### src/rtl/store_buffer.sv
// Write-behind store buffer: a small circular FIFO between the CPU store port
// and data memory. Loads can pick up pending store data by word-address match.
module store_buffer #(
  parameter int DEPTH = 4
) (
  input  logic                     clk,
  input  logic                     reset,
  input  logic                     cpu_we,
  input  logic [31:0]              cpu_adr,
  input  logic [31:0]              cpu_wd,
  output logic                     stall,
  input  logic [31:0]              ld_adr,
  output logic                     fwd_hit,
  output logic [31:0]              fwd_data,
  output logic                     mem_valid,
  input  logic                     mem_ready,
  output logic [31:0]              mem_adr,
  output logic [31:0]              mem_wd,
  output logic [$clog2(DEPTH):0]   count,
  output logic                     empty,
  output logic                     full
);

  localparam int PW = $clog2(DEPTH);

  if (DEPTH < 2 || (DEPTH & (DEPTH - 1)) != 0) begin : g_depth_check
    $error("store_buffer: DEPTH must be a power of two >= 2");
  end

  logic [29:0]   adr_mem  [DEPTH];
  logic [31:0]   data_mem [DEPTH];
  logic [PW-1:0] head;
  logic [PW-1:0] tail;
  logic [PW:0]   cnt;
  logic          enq;
  logic          deq;

  assign count     = cnt;
  assign empty     = (cnt == '0);
  assign full      = (cnt == (PW+1)'(DEPTH));
  assign stall     = cpu_we & full;
  assign mem_valid = !empty;
  assign mem_adr   = {adr_mem[head], 2'b00};
  assign mem_wd    = data_mem[head];

  // Memory handshake: the head entry transfers on any rising edge where
  // mem_valid and mem_ready are both high; while mem_ready is low the head
  // (and therefore mem_adr/mem_wd) cannot change. A full buffer refuses a
  // store even if the head drains in the same cycle.
  assign enq = cpu_we & ~full;
  assign deq = mem_valid & mem_ready;

  always_ff @(posedge clk) begin
    if (reset) begin
      head <= '0;
      tail <= '0;
      cnt  <= '0;
    end else begin
      if (enq) tail <= tail + 1'b1;
      if (deq) head <= head + 1'b1;
      case ({enq, deq})
        2'b10:   cnt <= cnt + 1'b1;
        2'b01:   cnt <= cnt - 1'b1;
        default: cnt <= cnt;
      endcase
    end
  end

  // Entry storage needs no reset; occupancy is tracked by head/cnt alone.
  always_ff @(posedge clk) begin
    if (enq) begin
      adr_mem[tail]  <= cpu_adr[31:2];
      data_mem[tail] <= cpu_wd;
    end
  end

  // Walk entries oldest to newest so the youngest match overwrites older ones.
  always_comb begin
    fwd_hit  = 1'b0;
    fwd_data = '0;
    for (int i = 0; i < DEPTH; i++) begin
      if (((PW+1)'(i) < cnt) && (adr_mem[head + PW'(i)] == ld_adr[31:2])) begin
        fwd_hit  = 1'b1;
        fwd_data = data_mem[head + PW'(i)];
      end
    end
  end

endmodule

### config.mk
export PLATFORM = sky130hd
export DESIGN_NAME = store_buffer
export DESIGN_NICKNAME = d
export VERILOG_FILES = /design/src/rtl/store_buffer.sv
export SDC_FILE = /design/constraint.sdc
export NUM_CORES = 1
export LEC_CHECK = 0
export BUFFER_PORTS_ARGS = -buffer_cell sky130_fd_sc_hd__buf_2
export CORE_MARGIN = 4
export CORE_UTILIZATION = 40
export DETAILED_ROUTE_END_ITERATION = 10
export GPL_ROUTABILITY_DRIVEN = 1
export GPL_TIMING_DRIVEN = 0
export PLACE_DENSITY = 0.58
export RECOVER_POWER = 25
export SETUP_SLACK_MARGIN = 0.3
export SYNTH_ARGS = -nofsm -noshare
export SYNTH_HDL_FRONTEND = slang
export SYNTH_SLANG_ARGS = --single-unit
### constraint.sdc
create_clock -name clk -period 6.23 [get_ports clk]
set_input_delay 0.623 -clock clk [delete_from_list [all_inputs] [get_ports clk]]
set_output_delay 0.623 -clock clk [all_outputs]
set_load 0.005 [all_outputs]
==> qor.tcl, run 1 <==
set qor(worst_ir_drop_vdd_v) 0.000241
set qor(coreArea_mm2) 0.0419
set qor(holdPathStages) 1
set qor(remaining_drc_errors) 0
set qor(yosys_warning_total) 0
set qor(internal_power_uw) 4340
set qor(clock_latency_ps) 600
set qor(start_util_pct) 40.5
set qor(cts-hold-fix-buffers) 0
set qor(ctsRootBufferMaster) {clkbuf_16}
set qor(drive_above_1_share_pct) 28.9
set qor(cts_max_path_buffers) 3
set qor(total_power_uw) 6950
set qor(path_cells) {buf_2 -> buf_2 -> clkbuf_1 -> o221ai_1 -> o21ai_0 -> nand4_1 -> a2111oi_0 -> nor4b_2 -> buf_4 -> buf_6 -> a21oi_1 -> a22oi_1 -> buf_2}
set qor(setup_violations) 0
set qor(drv.max_cap_violation_count) 0
set qor(crit_path_frequent_cell) {buf_2}
set qor(power_switching_share_pct) 37.5
set qor(rr_worst_depth) 7
set qor(start_kind) {flip-flop}
set qor(port_buffers) 177
set qor(synth_area_mm2) 0.0170
set qor(share_clk_of_total_power_pct) 24.5
set qor(clock_sinks) 257
set qor(vias) 13397
set qor(arrival_ps) 5170
set qor(grt_first_pass_wirelength_um) 89600
set qor(dpl.hpwl_um) 44700
set qor(maxSlewHeadroom_pct) 15.9
set qor(worst_ep_required_time_ps) 5610
set qor(grt_max_degree) 48
set qor(cts_max_level) 1
set qor(std_cell_rows) 75
set qor(holdCritPathClass) {primary input to flip-flop}
set qor(grt_pass1_vias) 13267
set qor(die_area_mm2) 0.0459
set qor(finalWorstPathRequiredPeriod_ps) 5790
set qor(finish.net_count) 1621
set qor(timing_worst_slew_pin_value_ps) 1250
set qor(synth.avg_cell_area_um2) 13.1
set qor(number_of_optimization_iterations_in_the_first_detailed_route_pass) 6
set qor(route.detailed.wl_per_inst_um) 29.7
set qor(totalNegativeSetupSlack_ps) 0
set qor(clk_pin_slew_worst_paths_ps) 60
set qor(synth.yosys.seq_area_share_pct) 44.8
set qor(crit_fanout) 10
set qor(detailedRoute.firstIterationViolations) 1822
set qor(drt-total-wl_um) 61600
set qor(die_h_um) 214
set qor(switching_power_uw) 2600
set qor(worst_setup_path_startpoint) {head[1]}
set qor(ys_ff_latch) 257
set qor(postSynth.topFlopCell) {edfxtp_1}
set qor(final_max_slew_viol_count) 0
set qor(grt_setup_unrepaired) {false}
set qor(io-pin-count) 204
set qor(timing.clock.skew_ps) 10.1
set qor(power.density_cell_area_mw_per_mm2) 355
set qor(stdcell_area_mm2) 0.0196
set qor(synthDistinctLibCells) 75
set qor(dieWidth_um) 214
set qor(p_leak_uw) 0.00644
set qor(post_synth_edffs) 248
set qor(cpPeakStageDelay_ps) 720
set qor(cts-buffers-inserted) 30
set qor(seq_power_share_pct) 31.1
set qor(worstSetupPathType) {flip-flop to primary output}
set qor(final.period_utilization_pct) 93.0
set qor(synthCells) 1298
set qor(timing.rr.start) {head[1]}
set qor(hold-path-endpoint) {data_mem[2][0]}
set qor(run_status) {finished, final reports clean}
set qor(async_flop_share_pct) 0
set qor(globalplace.congestion) 1.03
set qor(route.detailed.vias_per_inst) 6.45
set qor(hp-start) {cpu_wd[0]}
set qor(highest_clock_frequency_the_design_can_meet_mhz) 173
set qor(clock_tree_from_tritoncts) {yes}
set qor(end_kind) {primary output}
set qor(placed_cell_area_mm2) 0.0187
set qor(drtAntennaViolNets) 0
set qor(r2r_setup_slack_ps) 2740
set qor(timing.critical_path.slowest_stage_cell) {a2111oi_0}
set qor(grt_remaining_overflow) 0
set qor(power.share.combinational_pct) 44.4
set qor(grt_antenna_before_repair) 7
set qor(report.final.hold_viol_count) 0
set qor(syn2layout_area_growth_pct) 15.2
set qor(grtUsageTotal_pct) 25.7
-- registers in the layout (all words and copies together) (netlist names), named ones only --
name / flops
tail: 2
data_mem: 128
head: 2
adr_mem: 120
count: 3
-- how the worst max path moves through the flow --
stage	end	slack, ps
after global routing	fwd_data[3]	370
final	fwd_data[28]	440
after CTS	fwd_data[29]	490
after global placement	fwd_data[29]	1090
after floorplan	fwd_data[29]	2840
after detailed placement	fwd_data[31]	1110
-- kinds of logic after synthesis --
| group | synth area share [%] |
|---|---|
| fa+ha+maj | 0.662 |
| flops | 44.8 |
| buf+inv | 4.44 |
| mux | 26.7 |
| xor+xnor | 4.89 |
| compound gates | 12.6 |
| other cells | 0.0220 |
| simple gates | 5.80 |
-- cells in the final DEF (no fill, tap or decap), drive strengths merged, types with 9 or more instances in the layout --
master / instances
a2111oi: 24
a21boi: 21
a21oi: 37
a221oi: 13
a22oi: 30
and2: 22
buf: 210
clkbuf: 122
clkinv: 16
dfxtp: 9
edfxtp: 248
ha: 9
inv: 26
mux2: 56
mux2i: 147
mux4: 108
nand2: 68
nand4: 16
nor2: 52
o211ai: 36
o21ai: 49
o22ai: 14
o31ai: 13
xnor2: 62
xor2: 33
-- through the flow --
stage	cells	setup WS (ps)	utilization, %	hold slack, ps
2_1_floorplan	1299	2840	-	538
3_3_place_gp	2015	1090	44.3	567
5_1_grt	2075	374	46.7	233
3_5_place_dp	2019	1110	44.6	579
6_report	2077	436	46.7	246
4_1_cts	2074	488	46.8	204
-- power groups by stage --
stage          combinational, µW  clock [µW]  sequential [µW]
2_1_floorplan               2040           0             2170
3_3_place_gp                3020           0             2210
3_5_place_dp                3050           0             2200
4_1_cts                     3060        1730             2160
5_1_grt                     3250        1810             2180
6_report                    3080        1700             2160
-- synthesized netlist by cell type (23+ instances only) --
cell type    n  share of area [%]
nand2_1     68                1.5
mux2i_1    145                8.5
buf_2       35                1.0
nor2_1      51                1.1
a22oi_1     30                1.3
o21ai_0     48                1.4
xor2_1      33                1.7
edfxtp_1   248                 44
xnor2_1     62                3.2
clkbuf_1    45               0.99
o211ai_1    36                1.6
mux2_2      53                3.5
a21oi_1     37                1.1
inv_1       23               0.51
mux4_2     108                 14
-- cell type report --
class	count	area, µm²
Sequential cell	257	7630
Clock buffer	33	762
Antenna cell	3	7.51
Tap cell	539	674
Multi-Input combinational cell	899	8640
Clock inverter	22	189
Fill cell	3761	22300
Inverter	25	93.8
Buffer	118	663
Timing Repair Buffer	181	941
-- critical path: cells and delay by family (launching register included) --
| kind | cells | cell delay, ps |
|---|---|---|
| buffers and inverters | 6 | 2090 |
| and+or+nand+nor | 2 | 690 |
| AOI/OAI and AO/OA | 5 | 1470 |
| DFF | 1 | 300 |
-- per-layer routing --
metal	track usage, %	vias to the layer above	part of all wire, %	routed length, µm
li1	-	5632	-	-
met1	36.5	6855	41	25300
met2	39.8	794	45	28000
met3	6.46	104	11	6750
met4	6.57	12	2.5	1530
met5	0	-	0.11	70
-- what timing repair did --
| item | in CTS | in global routing |
|---|---|---|
| endpoints found under the hold margin | 0 | 0 |
| buffers inserted | 0 | 0 |
| setup endpoints to repair | 0 | 16 |
| gates resized for setup | 0 | 2 |
No activity file was read; power rests on OpenSTA's default activity.
==> inputs of run 2 (changes only) <==
CORE_ASPECT_RATIO = 0.9   (was not set)
CTS_CLUSTER_SIZE = 8   (was not set)
==> qor.tcl, run 2 (same netlist as run 1, synthesis figures left out) <==
set qor(ctsRootBufferMaster) {clkbuf_16}
set qor(groute.layer.met2.usage_pct) 38.4
set qor(run_status) {finished, final reports clean}
set qor(postCtsSetupRepairBufs) 0
set qor(number_of_optimization_iterations_in_the_first_detailed_route_pass) 6
set qor(worst_ep_required_time_ps) 5610
set qor(most-common-layout-cells) {edfxtp_1 (248), buf_2 (170), mux2i_1 (145)}
set qor(grt_pass1_vias) 13255
set qor(drv.max_cap_violation_count) 0
set qor(holdCritPathClass) {primary input to flip-flop}
set qor(route.detailed.wl_per_inst_um) 29.3
set qor(detailedRoute.firstIterationViolations) 1468
set qor(clock_tree_from_tritoncts) {yes}
set qor(remaining_drc_errors) 0
set qor(hold-path-endpoint) {adr_mem[0][16]}
set qor(worst_ir_drop_vdd_v) 0.000192
set qor(dieWidth_um) 225
set qor(grt_setup_unrepaired) {true}
set qor(grt_most_used_layer) {met2}
set qor(power.density_cell_area_mw_per_mm2) 362
set qor(fillerInstances) 3847
set qor(port_buffers) 177
set qor(worst_hold_slack_ps) 296
set qor(report.final.hold_viol_count) 0
set qor(timing.rr.start) {head[1]}
set qor(mostFrequentLayoutCell) {edfxtp_1}
set qor(route.detailed.vias_per_inst) 6.33
set qor(die_area_mm2) 0.0459
set qor(drive_above_1_share_pct) 28.8
set qor(std_cell_rows) 71
set qor(r2r_setup_slack_ps) 2870
set qor(p_leak_uw) 0.00650
set qor(drt-total-wl_um) 61300
set qor(coreArea_mm2) 0.0419
set qor(final_max_slew_viol_count) 0
set qor(start_util_pct) 40.6
set qor(final.period_utilization_pct) 91.8
set qor(grt_first_pass_wirelength_um) 88600
set qor(grtUsageTotal_pct) 26.1
set qor(crit_fanout) 10
set qor(postLayoutCoreUtil_pct) 47.1
set qor(end_kind) {primary output}
set qor(clock_sinks) 257
set qor(cts_max_level) 2
set qor(clk_pin_slew_worst_paths_ps) 50
set qor(finish.net_count) 1628
set qor(setup_violations) 0
set qor(finalWorstPathRequiredPeriod_ps) 5720
set qor(syn2layout_area_growth_pct) 16.1
set qor(timing_worst_slew_pin_value_ps) 1220
set qor(fin_ws_ps) 512
set qor(grt_max_degree) 44
set qor(hp-start) {cpu_adr[18]}
set qor(highest_clock_frequency_the_design_can_meet_mhz) 175
set qor(grt_remaining_overflow) 0
set qor(use_met1_pct) 37.5
set qor(globalplace.congestion) 0.975
set qor(register_with_the_most_flip_flops) {data_mem}
set qor(clock_latency_ps) 560
set qor(met3_usage_pct) 7.30
set qor(maxSlewHeadroom_pct) 19.0
set qor(rr_worst_depth) 7
set qor(totalNegativeSetupSlack_ps) 0
set qor(worstSetupPathType) {flip-flop to primary output}
set qor(drtAntennaViolNets) 0
set qor(timing.clock.skew_ps) 19.2
set qor(worst_slack_placed_ps) 781
set qor(grt_antenna_before_repair) 8
set qor(cts-buffers-inserted) 38
set qor(dpl.hpwl_um) 44800
set qor(largest_reg_flops) 128
set qor(cts_max_path_buffers) 3
set qor(start_kind) {flip-flop}
set qor(die_h_um) 204
set qor(arrival_ps) 5100
set qor(holdPathStages) 1
set qor(io-pin-count) 204
set qor(vias) 13252
-- run 2: stage by stage --
step / area, µm² / power [µW] / instances
floorplan: 17000 / 4210 / 1299
global placement: 18600 / 5230 / 2023
detailed placement: 18700 / 5240 / 2027
CTS: 19800 / 7160 / 2087
global route: 19700 / 7450 / 2091
finish: 19700 / 7150 / 2092
-- run 2: critical path, stage by stage (launching register included) --
cell and delay (ps):
dfxtp_1 290, buf_2 240, buf_6 210, buf_4 230, buf_4 320, mux2i_1 430, xor2_1 260, nor2_1 60
a2111oi_1 750, and3_1 420, clkbuf_1 420, and2_1 190, a221oi_1 80, o31ai_1 440, buf_2 200
-- run 2: layer usage --
metal,up-vias,share of wire [%]
li1,5653,-
met1,6722,43
met2,758,44
met3,113,10
met4,6,2.9
met5,-,0.065
-- run 2: area by class of cell --
cell class              instances  area (µm²)  area share (%)
clock inverters                 4        36.3           0.184
inverters                      25        93.8           0.475
well taps                     547         684            3.47
clock buffers                  57        1040            5.28
multi-input cells             899        8650            43.8
repair buffers                181         943            4.78
flip-flops and latches        257        7630            38.6
diodes                          5        12.5          0.0634
plain buffers                 117         659            3.34
-- run 2: worst max-delay path by stage --
stage / startpoint / to / cells after the start
after global placement: flip-flop / fwd_data[4] / 12
after global routing: flip-flop / fwd_data[26] / 14
final: flip-flop / fwd_data[26] / 14
after detailed placement: flip-flop / fwd_data[4] / 12
after floorplan: ld_adr[7] / fwd_data[29] / 10
after CTS: flip-flop / fwd_data[4] / 14
-- run 2: what timing repair did --
| action | 4_1_cts | 5_1_grt |
|---|---|---|
| gates resized for setup | 0 | 4 |
| cloned | 0 | 0 |
| hold buffers | 0 | 0 |
| setup endpoints to repair | 21 | 32 |
-- run 2: power by group --
part / internal [µW] / switching [µW] / total [µW]
Clock: 1150 / 755 / 1900
Combinational: 1320 / 1760 / 3080
Sequential: 2070 / 103 / 2170
